`src/rtl/score_pkg.sv`:
```
// rtl/score_pkg.sv - shared types and constants for the score overlay
package score_pkg;

  // Packed 3-digit BCD: [2] hundreds, [1] tens, [0] units, so it concatenates as {h, t, u}.
  typedef logic [2:0][3:0] bcd3_t;

  localparam int          ROM_AW          = 19;
  localparam logic [23:0] SPR_TRANSPARENT = 24'hFFFFFF;

endpackage

```
`src/rtl/bcd_counter3.sv`:
```
// rtl/bcd_counter3.sv - saturating 3-digit BCD score counter with clear
module bcd_counter3
  import score_pkg::*;
(
  input  logic  clk,
  input  logic  resetn,
  input  logic  inc,
  input  logic  clr,
  output bcd3_t bcd
);

  bcd3_t cnt_q, cnt_d;
  logic  carry;

  always_comb begin
    cnt_d = cnt_q;
    carry = 1'b1;
    if (clr) begin
      cnt_d = '0;
    end else if (inc && (cnt_q != 12'h999)) begin
      // Ripple the +1 from units upward; stops at the first digit that does not wrap.
      for (int i = 0; i < 3; i++) begin
        if (carry) begin
          if (cnt_q[i] == 4'd9) begin
            cnt_d[i] = 4'd0;
          end else begin
            cnt_d[i] = cnt_q[i] + 4'd1;
            carry    = 1'b0;
          end
        end
      end
    end
  end

  always_ff @(posedge clk) begin
    if (!resetn) cnt_q <= '0;
    else         cnt_q <= cnt_d;
  end

  assign bcd = cnt_q;

endmodule

```
`src/rtl/score_digit_renderer.sv`:
```
// rtl/score_digit_renderer.sv - 3-digit score overlay: snapshot, sprite addressing, 2-cycle colour pipe
module score_digit_renderer
  import score_pkg::*;
#(
  parameter int X0    = 16,
  parameter int Y0    = 16,
  parameter int SPR_W = 32,
  parameter int SPR_H = 32
) (
  input  logic              Clk,
  input  logic              Reset_n,
  input  logic [9:0]        DrawX,
  input  logic [9:0]        DrawY,
  input  logic              frame_start,
  input  logic              score_inc,
  input  logic              score_clr,
  output logic [ROM_AW-1:0] rom_addr,
  output logic [3:0]        digit_sel,
  input  logic [23:0]       rom_rgb,
  output logic              score_on,
  output logic [23:0]       pixel_rgb,
  output logic [11:0]       score_bcd
);

  localparam int SW = $clog2(SPR_W);
  localparam int SH = $clog2(SPR_H);

  localparam logic [10:0] X0_L = 11'(X0);
  localparam logic [10:0] X1_L = 11'(X0 + SPR_W);
  localparam logic [10:0] X2_L = 11'(X0 + 2 * SPR_W);
  localparam logic [10:0] X3_L = 11'(X0 + 3 * SPR_W);
  localparam logic [10:0] Y0_L = 11'(Y0);
  localparam logic [10:0] Y1_L = 11'(Y0 + SPR_H);

  bcd3_t             live_bcd;
  bcd3_t             disp_q, disp_d;
  logic [ROM_AW-1:0] rom_addr_q, rom_addr_d;
  logic [3:0]        digit_sel_q, digit_sel_d;
  logic              hit_d1_q, hit_d1_d;
  logic              hit_d2_q, hit_d2_d;

  logic [10:0] x11, y11, base_x;
  logic [1:0]  slot;
  logic        in_slot, blank;
  logic [3:0]  digit;
  logic [SW-1:0] local_x;
  logic [SH-1:0] local_y;

  bcd_counter3 u_counter (
    .clk    (Clk),
    .resetn (Reset_n),
    .inc    (score_inc),
    .clr    (score_clr),
    .bcd    (live_bcd)
  );

  assign x11 = {1'b0, DrawX};
  assign y11 = {1'b0, DrawY};

  always_comb begin
    slot    = 2'd0;
    base_x  = X0_L;
    in_slot = (y11 >= Y0_L) && (y11 < Y1_L) && (x11 >= X0_L) && (x11 < X3_L);
    if (x11 >= X2_L) begin
      slot   = 2'd2;
      base_x = X2_L;
    end else if (x11 >= X1_L) begin
      slot   = 2'd1;
      base_x = X1_L;
    end
    local_x = SW'(x11 - base_x);
    local_y = SH'(y11 - Y0_L);
    // Leading-zero blanking looks at the snapshot, never the live count.
    case (slot)
      2'd0:    begin digit = disp_q[2]; blank = (disp_q[2] == 4'd0); end
      2'd1:    begin digit = disp_q[1]; blank = (disp_q[2] == 4'd0) && (disp_q[1] == 4'd0); end
      default: begin digit = disp_q[0]; blank = 1'b0; end
    endcase
  end

  always_comb begin
    disp_d      = frame_start ? live_bcd : disp_q;
    rom_addr_d  = in_slot ? ROM_AW'({local_y, local_x}) : '0;
    digit_sel_d = in_slot ? digit : 4'd0;
    hit_d1_d    = in_slot && !blank;
    hit_d2_d    = hit_d1_q;
  end

  always_ff @(posedge Clk) begin
    if (!Reset_n) begin
      disp_q      <= '0;
      rom_addr_q  <= '0;
      digit_sel_q <= '0;
      hit_d1_q    <= 1'b0;
      hit_d2_q    <= 1'b0;
    end else begin
      disp_q      <= disp_d;
      rom_addr_q  <= rom_addr_d;
      digit_sel_q <= digit_sel_d;
      hit_d1_q    <= hit_d1_d;
      hit_d2_q    <= hit_d2_d;
    end
  end

  assign rom_addr  = rom_addr_q;
  assign digit_sel = digit_sel_q;
  assign score_on  = hit_d2_q && (rom_rgb != SPR_TRANSPARENT);
  assign pixel_rgb = score_on ? rom_rgb : 24'h000000;
  assign score_bcd = live_bcd;

endmodule

```
`config.mk`:
```
export PLATFORM = sky130hd
export DESIGN_NAME = score_digit_renderer
export DESIGN_NICKNAME = d
export VERILOG_FILES = /design/src/rtl/score_pkg.sv /design/src/rtl/bcd_counter3.sv /design/src/rtl/score_digit_renderer.sv
export SDC_FILE = /design/constraint.sdc
export NUM_CORES = 1
export LEC_CHECK = 0
export BUFFER_PORTS_ARGS = -buffer_cell sky130_fd_sc_hd__buf_2
export CAP_MARGIN = 20
export CORE_ASPECT_RATIO = 1.75
export CORE_MARGIN = 5
export CORE_UTILIZATION = 49
export DETAILED_ROUTE_END_ITERATION = 8
export PLACE_DENSITY = 0.85
export SLEW_MARGIN = 10
export SYNTH_ARGS = -nofsm -noshare
export SYNTH_HDL_FRONTEND = slang
export SYNTH_HIERARCHICAL = 1
export SYNTH_SLANG_ARGS = --single-unit
```
`constraint.sdc`:
```
create_clock -name Clk -period 2.05 [get_ports Clk]
set_input_delay 0 -clock Clk [delete_from_list [all_inputs] [get_ports Clk]]
set_output_delay 0 -clock Clk [all_outputs]
set_load 0.1 [all_outputs]
```
# Yosys cells after proc, flatten, opt, wreduce, memory -nomap -nowiden

Index checks and enable logic that the tools add are counted.
W data, S select, Z words.

Register bits after elaboration: 49
Logic and storage cells: 60
Output and inout port bits: 60
Input bits: 49

Equality and inequality tests: 6
Reduce and logical (&&, ||, !) cells: 15
Multiplexer cells: 16
Bitwise logic cells: 1
Magnitude comparators: 6
Add/sub/neg operators: 5

Operators with widths:

| operator               | number |
|---|---|
| $mux W24               | 1 |
| $ne A24 B24 Y1 const B | 1 |
| $ge A10 B5 Y1 const B  | 2 |
| $add A4 B1 Y4 const B  | 3 |
| $eq A4 B4 Y1 const B   | 3 |
| $mux W4                | 3 |
| $ne A12 B12 Y1 const B | 1 |
| $ge A10 B6 Y1 const B  | 1 |
| $ge A10 B7 Y1 const B  | 1 |
| $lt A10 B6 Y1 const B  | 1 |
| $lt A10 B7 Y1 const B  | 1 |
| $logic_not A4 Y1       | 2 |
| $mux W1                | 8 |
| $pmux W4 S2            | 1 |
| $logic_and A1 B1 Y1    | 7 |
| $reduce_and A2 Y1      | 3 |
| $mux W5                | 1 |
| $sub A5 B5 Y5          | 1 |
| $sub A5 B5 Y5 const B  | 1 |
| $eq A2 B1 Y1 const B   | 1 |
| $logic_not A2 Y1       | 1 |
| $mux W2                | 1 |
| $pmux W1 S2            | 1 |
| $reduce_or A2 Y1       | 1 |
| 2 further kinds        | 2 |

# Depth between registers and ports, before layout

Gate-level depths: netlist of the first run.

Depth in word-level cells: 8
Mapped depth: 4
Gate-level depth less buffers: 4

# Cells and area by module

Netlist of the first run, hierarchy kept.

Modules (own cells, without submodules):

| module               | area each (um2) | instances | cells an instance | seq. area each (um2) |
|---|---|---|---|---|
| score_digit_renderer | 1,540.2         | 1         | 181               | 560.5 |
| bcd_counter3         | 644.4           | 1         | 71                | 240.2 |

# Least setup slack after synthesis of the first run

OpenSTA, ideal clock, no wires.

Path type: register -> output
Start: register hit_d2_q
End: output pixel_rgb[5]
Path slack: -0.867 ns
Stages on the path, launching flop included: 4
Path buffers: 1
Data arrival time: 2.917 ns
Required time: 2.050 ns
Cell sequence: dfxtp_1 -> clkinv_1 -> clkbuf_1 -> a211oi_1

Cells in the longest elaborated chain, start to end: 2

RTL lines:

| item                     | RTL line                    | source |
|---|---|---|
| start: declaration       | score_digit_renderer.sv:40  | `logic hit_d2_q, hit_d2_d;` |
| start signal: assignment | score_digit_renderer.sv:101 | `hit_d2_q <= hit_d2_d;` |
| $logic_and A1 B1 Y1      | score_digit_renderer.sv:107 | `assign score_on = hit_d2_q && (rom_rgb != SPR_TRANSPARENT);` |
| $mux W24                 | score_digit_renderer.sv:108 | `assign pixel_rgb = score_on ? rom_rgb : 24'h000000;` |
| end: declaration         | score_digit_renderer.sv:21  | `output logic [23:0] pixel_rgb,` |

No other way between the ends.

# Worst setup path in the final report of the first run

Start: register u_counter.cnt_q (netlist bit u_counter/bcd[1])
End: register u_counter.cnt_q (netlist bit u_counter/bcd[7])

Cells in the longest elaborated chain, start to end: 5
Elaborated cells on any way between the ends: 7
Those cells by class: 2 x eq/ne; 3 x mux; 2 x reduce/logical

RTL lines:

| item                                 | RTL line           | source |
|---|---|---|
| start: declaration                   | bcd_counter3.sv:12 | `bcd3_t cnt_q, cnt_d;` |
| start signal: assignment             | bcd_counter3.sv:37 | `else cnt_q <= cnt_d;` |
| $eq A4 B4 Y1                         | bcd_counter3.sv:24 | `if (cnt_q[i] == 4'd9) begin` |
| $mux W1                              | bcd_counter3.sv:24 |  |
| $mux W1                              | bcd_counter3.sv:20 | `end else if (inc && (cnt_q != 12'h999)) begin` |
| $mux W1                              | bcd_counter3.sv:18 | `if (clr) begin` |
| $reduce_and A2 Y1 (no source line) * | -                  |  |

Mark *: on every way between the ends. The rest lies on a longest branch, timed or not. The select of a mux whose other input is x is not followed.
A chain may end at the register's enable or synchronous reset.

==> results.yml, run 1 <==
setup_path:
  critPathMaxFanout: 9
  arrival_ns: 1.88
  reg2reg_from: "u_counter/bcd[1]"
  ff2ff_setup_slack_ns: 0.36
  crit_slowest_cell: "or4b_1"
  cp.required_ns: 2.25
  reg2reg_depth: 4
  crit_path_end_kind: "flop"
  critPathKind: "flop to flop"
  worstReg2RegEnd: "u_counter/bcd[7]"
  path_cells: "nor3b_2, nand4_2, or4b_1, a31oi_1"
  slowest_delay_ns: 0.51
  startpoint_type: "flop"
placed_design:
  port_buffers: 99
  post-dp-hpwl_mm: 4.54
  dp_cells: 393
  gp_congestion: 0.877
  dpl_cell_area_um2: 2700
clock_tree:
  postCtsResizedCells: 0
  clkSlewWorstSetupHoldPaths_ns: 0.07
  tritoncts: "built"
  post-cts-setup-buffers: 0
  clk_latency_ns: 0.29
  cts.sink_count: 40
  cts_root_buf: "clkbuf_8"
  cts.path.max_buffers: 2
  htreeDepth: 2
  cts_made_buffers: 5
sta:
  hold_violations: 0
  min_period_ns: 1.69
  slew_viol_final: 0
  tightest_slew_ns: 0.722
  tns_ns: 0
  period_share_pct: 82.2
  rsz0062_at_grt: "false"
  max_slew_margin_pct: 51.7
  clock_skew_ns: 0.00488
  fmax_mhz: 593
  setup_viol: 0
floorplan:
  ios: 109
  die_h_um: 98.3
  start_util_pct: 50.1
  dieArea_um2: 5950
  rows: 32
  dieWidth_um: 60.5
  design.core.area_um2: 4360
routing:
  drc_errors: 0
  totalWireLength_mm: 5.95
  ant_nets: 0
  via_count: 2216
  wl_per_cell_um: 14.5
  drtIter0Drc: 95
  vias_per_cell: 5.39
  dr.pass1.iters: 4
global_route:
  grtUsageTotal_pct: 20.2
  overflow: 0
  antenna_found_initial: 0
  grt_first_pass_wirelength_mm: 9.38
  grt_max_degree: 26
  grt_pass1_vias: 2071
worst_hold_path:
  hold_path.class: "input port to flop"
  whs_path_depth: 4
  min_to: "u_counter/bcd[11]"
  min-delay-start: "score_clr"
cells_and_area:
  postLayoutCellArea_um2: 2900
  instances_no_fill: 411
  area_delta_synth_final_pct: 32.5
  mostFrequentLayoutCells: "buf_2 (99), inv_1 (35), dfxtp_1 (32)"
  diodes: 0
  mostFrequentLayoutCell: "buf_2"
  nNetsFinal: 408
  utilization_pct: 66.3
  drive_gt1_share_pct: 36.9
yosys:
  yosysWarnings: 6
  netlist_area_um2: 2180
  synth_edf_count: 0
  ys_ff_latch: 40
  synth-async-reset-ratio_pct: 0
  syn_avg_cell_area_um2: 8.67
  yosys_most_used_dff: "dfxtp_1"
  synthCells: 252
  synth.distinct_cells: 48
  ys_seq_area_share_pct: 36.7
power_and_ir_drop:
  powerDensity_nw_per_um2: 534
  p_total_w: 0.00155
  vdd_ir_drop_max_mv: 0.425
  leakagePower_nw: 1.39
job:
  cap_violations: 0
outcome:
  status: "finished, final reports clean"
[cell type report]
| type | instances | area [um^2] |
|---|---|---|
| Timing Repair Buffer | 112 | 618 |
| Tap cell | 51 | 63.8 |
| Fill cell | 383 | 1470 |
| Clock inverter | 1 | 7.51 |
| Sequential cell | 40 | 811 |
| Clock buffer | 7 | 86.3 |
| Multi-Input combinational cell | 164 | 1170 |
| Inverter | 36 | 135 |
[state kept, by name (all words and copies together), names as in the netlist]
signal,cells
digit_sel,4
disp_q,12
hit_d1_q,1
hit_d2_q,1
rom_addr,10
u_counter/bcd,12
[worst max path at each step]
stage | slack, ns | depth (start not counted) | end | from
finish | 0.36 | 4 | u_counter/bcd[7] | u_counter/bcd[1]
global route | 0.31 | 4 | u_counter/bcd[7] | u_counter/bcd[1]
floorplan | -0.84 | 3 | pixel_rgb[10] | hit_d2_q
global placement | 0.51 | 4 | u_counter/bcd[3] | u_counter/bcd[6]
CTS | 0.40 | 4 | u_counter/bcd[7] | u_counter/bcd[1]
detailed placement | 0.42 | 4 | u_counter/bcd[7] | u_counter/bcd[1]
[routing by layer]
layer	wire [um]	vias up	track usage [%]
met5	0	-	0
met4	177	0	8.51
met3	364	20	4.37
met2	3370	71	37.1
met1	2040	1028	20.8
li1	-	1097	-
[through the flow]
stage	setup slack (ns)	hold slack, ns
finish	0.365	0.0386
global route	0.312	0.0653
CTS	0.400	0.0228
detailed placement	0.419	0.201
global placement	0.508	0.199
floorplan	-0.839	0.0793
[critical path, delay by kind of cell, from the launching register on]
kind	cells	cell delay [ns]
AND/OR/NAND/NOR	3	0.98
flip-flops	1	0.39
AO/OA/AOI/OAI	1	0.22
[repair_timing]
action | in CTS | in global routing
hold buffers | 10 | 0
endpoints found under the setup margin | 0 | 0
endpoints found under the hold margin | 10 | 0
[cells in the mapped netlist, types with 2 or more instances]
library cell	n	area share [%]
dfxtp_1	40	37
inv_1	35	6.0
a211oi_1	25	8.6
nor2b_1	15	4.3
mux2i_1	12	5.5
nor3_1	12	2.7
nand4_1	11	3.2
o21ai_0	10	2.3
buf_4	9	3.1
a21oi_1	7	1.6
nand3_1	7	1.6
nor2_1	7	1.2
clkbuf_1	6	1.0
buf_2	5	1.1
nand2_1	5	0.86
a311oi_1	4	1.6
xor2_1	3	1.2
nand4_2	2	1.1
nand4b_1	2	0.80
nor4_1	2	0.57
nor4_4	2	1.9
o31ai_1	2	0.69
or3_1	2	0.57
or3_2	2	0.69
or4_1	2	0.69
[report_power, final]
group	leakage [nW]	total, W	switching [W]	internal [W]
clock network	0.0445	0.000531	0.000258	0.000273
registers	0.326	0.000782	0.00000336	0.000779
logic	1.02	0.000234	0.000162	0.0000713
total	1.39	0.00155	0.000424	0.00112
[cells by family (layout without fill, tap and decap cells)]
| kind of cell | after synthesis | count (layout) | synth area share (%) |
|---|---|---|---|
| DFF | 40 | 40 | 36.7 |
| other | 1 | 9 | 0.172 |
| AOI/OAI and AO/OA | 56 | 56 | 18.9 |
| xor gates and xnor gates | 4 | 4 | 1.60 |
| muxes | 12 | 12 | 5.50 |
| and+or+nand+nor | 83 | 83 | 25.7 |
| buffers and inverters | 56 | 156 | 11.5 |
Power figures use the tool's default switching activity.
==> run 2: changes to the inputs <==
--- a/config.mk
+++ b/config.mk
@@ -9,9 +9,9 @@
 export CAP_MARGIN = 20
 export CORE_ASPECT_RATIO = 1.75
 export CORE_MARGIN = 5
-export CORE_UTILIZATION = 49
+export CORE_UTILIZATION = 46
 export DETAILED_ROUTE_END_ITERATION = 8
-export PLACE_DENSITY = 0.85
+export PLACE_DENSITY = 0.8
 export SLEW_MARGIN = 10
 export SYNTH_ARGS = -nofsm -noshare
 export SYNTH_HDL_FRONTEND = slang
==> constraint.sdc (replaced) <==
create_clock -name Clk -period 1.7 [get_ports Clk]
set_input_delay 0 -clock Clk [delete_from_list [all_inputs] [get_ports Clk]]
set_output_delay 0 -clock Clk [all_outputs]
set_load 0.1 [all_outputs]
==> run 2 against run 1 <==
  * Hold slack got worse by 0.018 ns
  * Combinational power rose by 30%
  * Clock power rose by 14%
  * Setup slack got worse by 0.23 ns
  * Cell area rose by 12%
  * Routed wire length rose by 3.7%
  * Sequential share of layout area fell by 2.4 points
  * Sequential power rose by 19%
  * Largest cell class unchanged
==> results.yml, run 2 (synthesis gave the netlist of run 1 again) <==
clock_tree:
  cts.path.max_buffers: 2
  cts_made_buffers: 5
  post-cts-setup-buffers: 0
  cts.sink_count: 40
  clk_latency_ns: 0.28
  cts_root_buf: "clkbuf_8"
  postCtsResizedCells: 0
  clkSlewWorstSetupHoldPaths_ns: 0.08
  tritoncts: "built"
  htreeDepth: 2
  ctsHoldBuffers: 10
cells_and_area:
  fillCellCount: 364
  instances_no_fill: 414
  drive_gt1_share_pct: 45.0
  mostFrequentLayoutCell: "buf_2"
  area_delta_synth_final_pct: 49.1
  nNetsFinal: 410
  mostFrequentLayoutCells: "buf_2 (99), inv_1 (35), dfxtp_1 (28)"
  diodes: 0
placed_design:
  dp_cells: 396
  port_buffers: 99
  post-dp-hpwl_mm: 4.97
  gp_congestion: 0.931
power_and_ir_drop:
  powerDensity_nw_per_um2: 565
  leakagePower_nw: 1.43
  vdd_ir_drop_max_mv: 0.684
  p_total_w: 0.00184
sta:
  setup_viol: 0
  slew_viol_final: 0
  min_period_ns: 1.56
  rsz0062_at_grt: "false"
  fmax_mhz: 640
  period_share_pct: 91.9
  clock_skew_ns: 0.0104
  hold_violations: 0
routing:
  dr.pass1.iters: 4
  drc_errors: 0
  vias_per_cell: 5.43
  via_count: 2250
  drtIter0Drc: 69
  wl_per_cell_um: 14.9
  totalWireLength_mm: 6.17
  ant_nets: 0
setup_path:
  crit_path_end_kind: "flop"
  critPathMaxFanout: 9
  startpoint_type: "flop"
  critPathKind: "flop to flop"
  cp.required_ns: 1.91
  arrival_ns: 1.77
floorplan:
  dieArea_um2: 6280
  dieWidth_um: 62.1
  die_h_um: 101
  ios: 109
  start_util_pct: 46.8
  design.core.area_um2: 4670
  rows: 33
global_route:
  antenna_found_initial: 0
  grt_first_pass_wirelength_mm: 9.60
  overflow: 0
  grt_max_degree: 26
  grt_pass1_vias: 2173
  grtUsageTotal_pct: 20.0
worst_hold_path:
  hold_path.class: "input port to flop"
outcome:
  status: "finished, final reports clean"
job:
  cap_violations: 0
==> run 2: stage by stage <==
stage	utilization, %	cell area [um^2]	hold slack (ns)	worst slack (ns)	setup TNS (ns)
after global placement	65.8	3070	0.199	0.201	0
after floorplan	-	2550	0.0793	-0.566	-2.83
final	69.8	3260	0.0209	0.137	0
after global routing	69.8	3260	0.0324	0.0437	0
after detailed placement	65.8	3070	0.204	0.164	0
after CTS	69.8	3260	0.0142	0.143	0
==> run 2: metal layers <==
metal  global-route usage (%)  vias up  routed length (um)
li1                         -     1088                   -
met1                     18.6     1064                2000
met5                        0        -                   0
met3                     4.08       18                 478
met2                     37.6       80                3460
met4                     10.9        0                 228
==> run 2: worst paths after layout <==
path | end | slack (ns) | cells past startpoint | from
worst min register to register | hit_d2_q | 0.44 | 1 | hit_d1_q
worst min-delay path | u_counter/bcd[11] | 0.02 | 4 | score_clr
worst max-delay path | u_counter/bcd[7] | 0.14 | 4 | u_counter/bcd[1]
worst max register to register | u_counter/bcd[7] | 0.14 | 4 | u_counter/bcd[1]
==> run 2: final cells by class <==
type	count	area (um^2)	share of cell area [%]
Multi-Input combinational cell	164	1470	45.1
Sequential cell	40	833	25.6
Timing Repair Buffer	114	671	20.6
Inverter	36	135	4.15
Clock buffer	7	76.3	2.34
Tap cell	52	65.1	2.00
Clock inverter	1	8.76	0.269
==> run 2: power by group <==
| part | internal (W) | switching (W) |
|---|---|---|
| Clock | 0.000293 | 0.000310 |
| Sequential | 0.000929 | 0.00000428 |
| Combinational | 0.0000888 | 0.000215 |
==> run 2: critical path, stage by stage, from the launching register on <==
cell and delay [ns]:
dfxtp_2 0.37, nor3b_2 0.28, nand4_2 0.18, or4b_1 0.49, a31oi_1 0.16
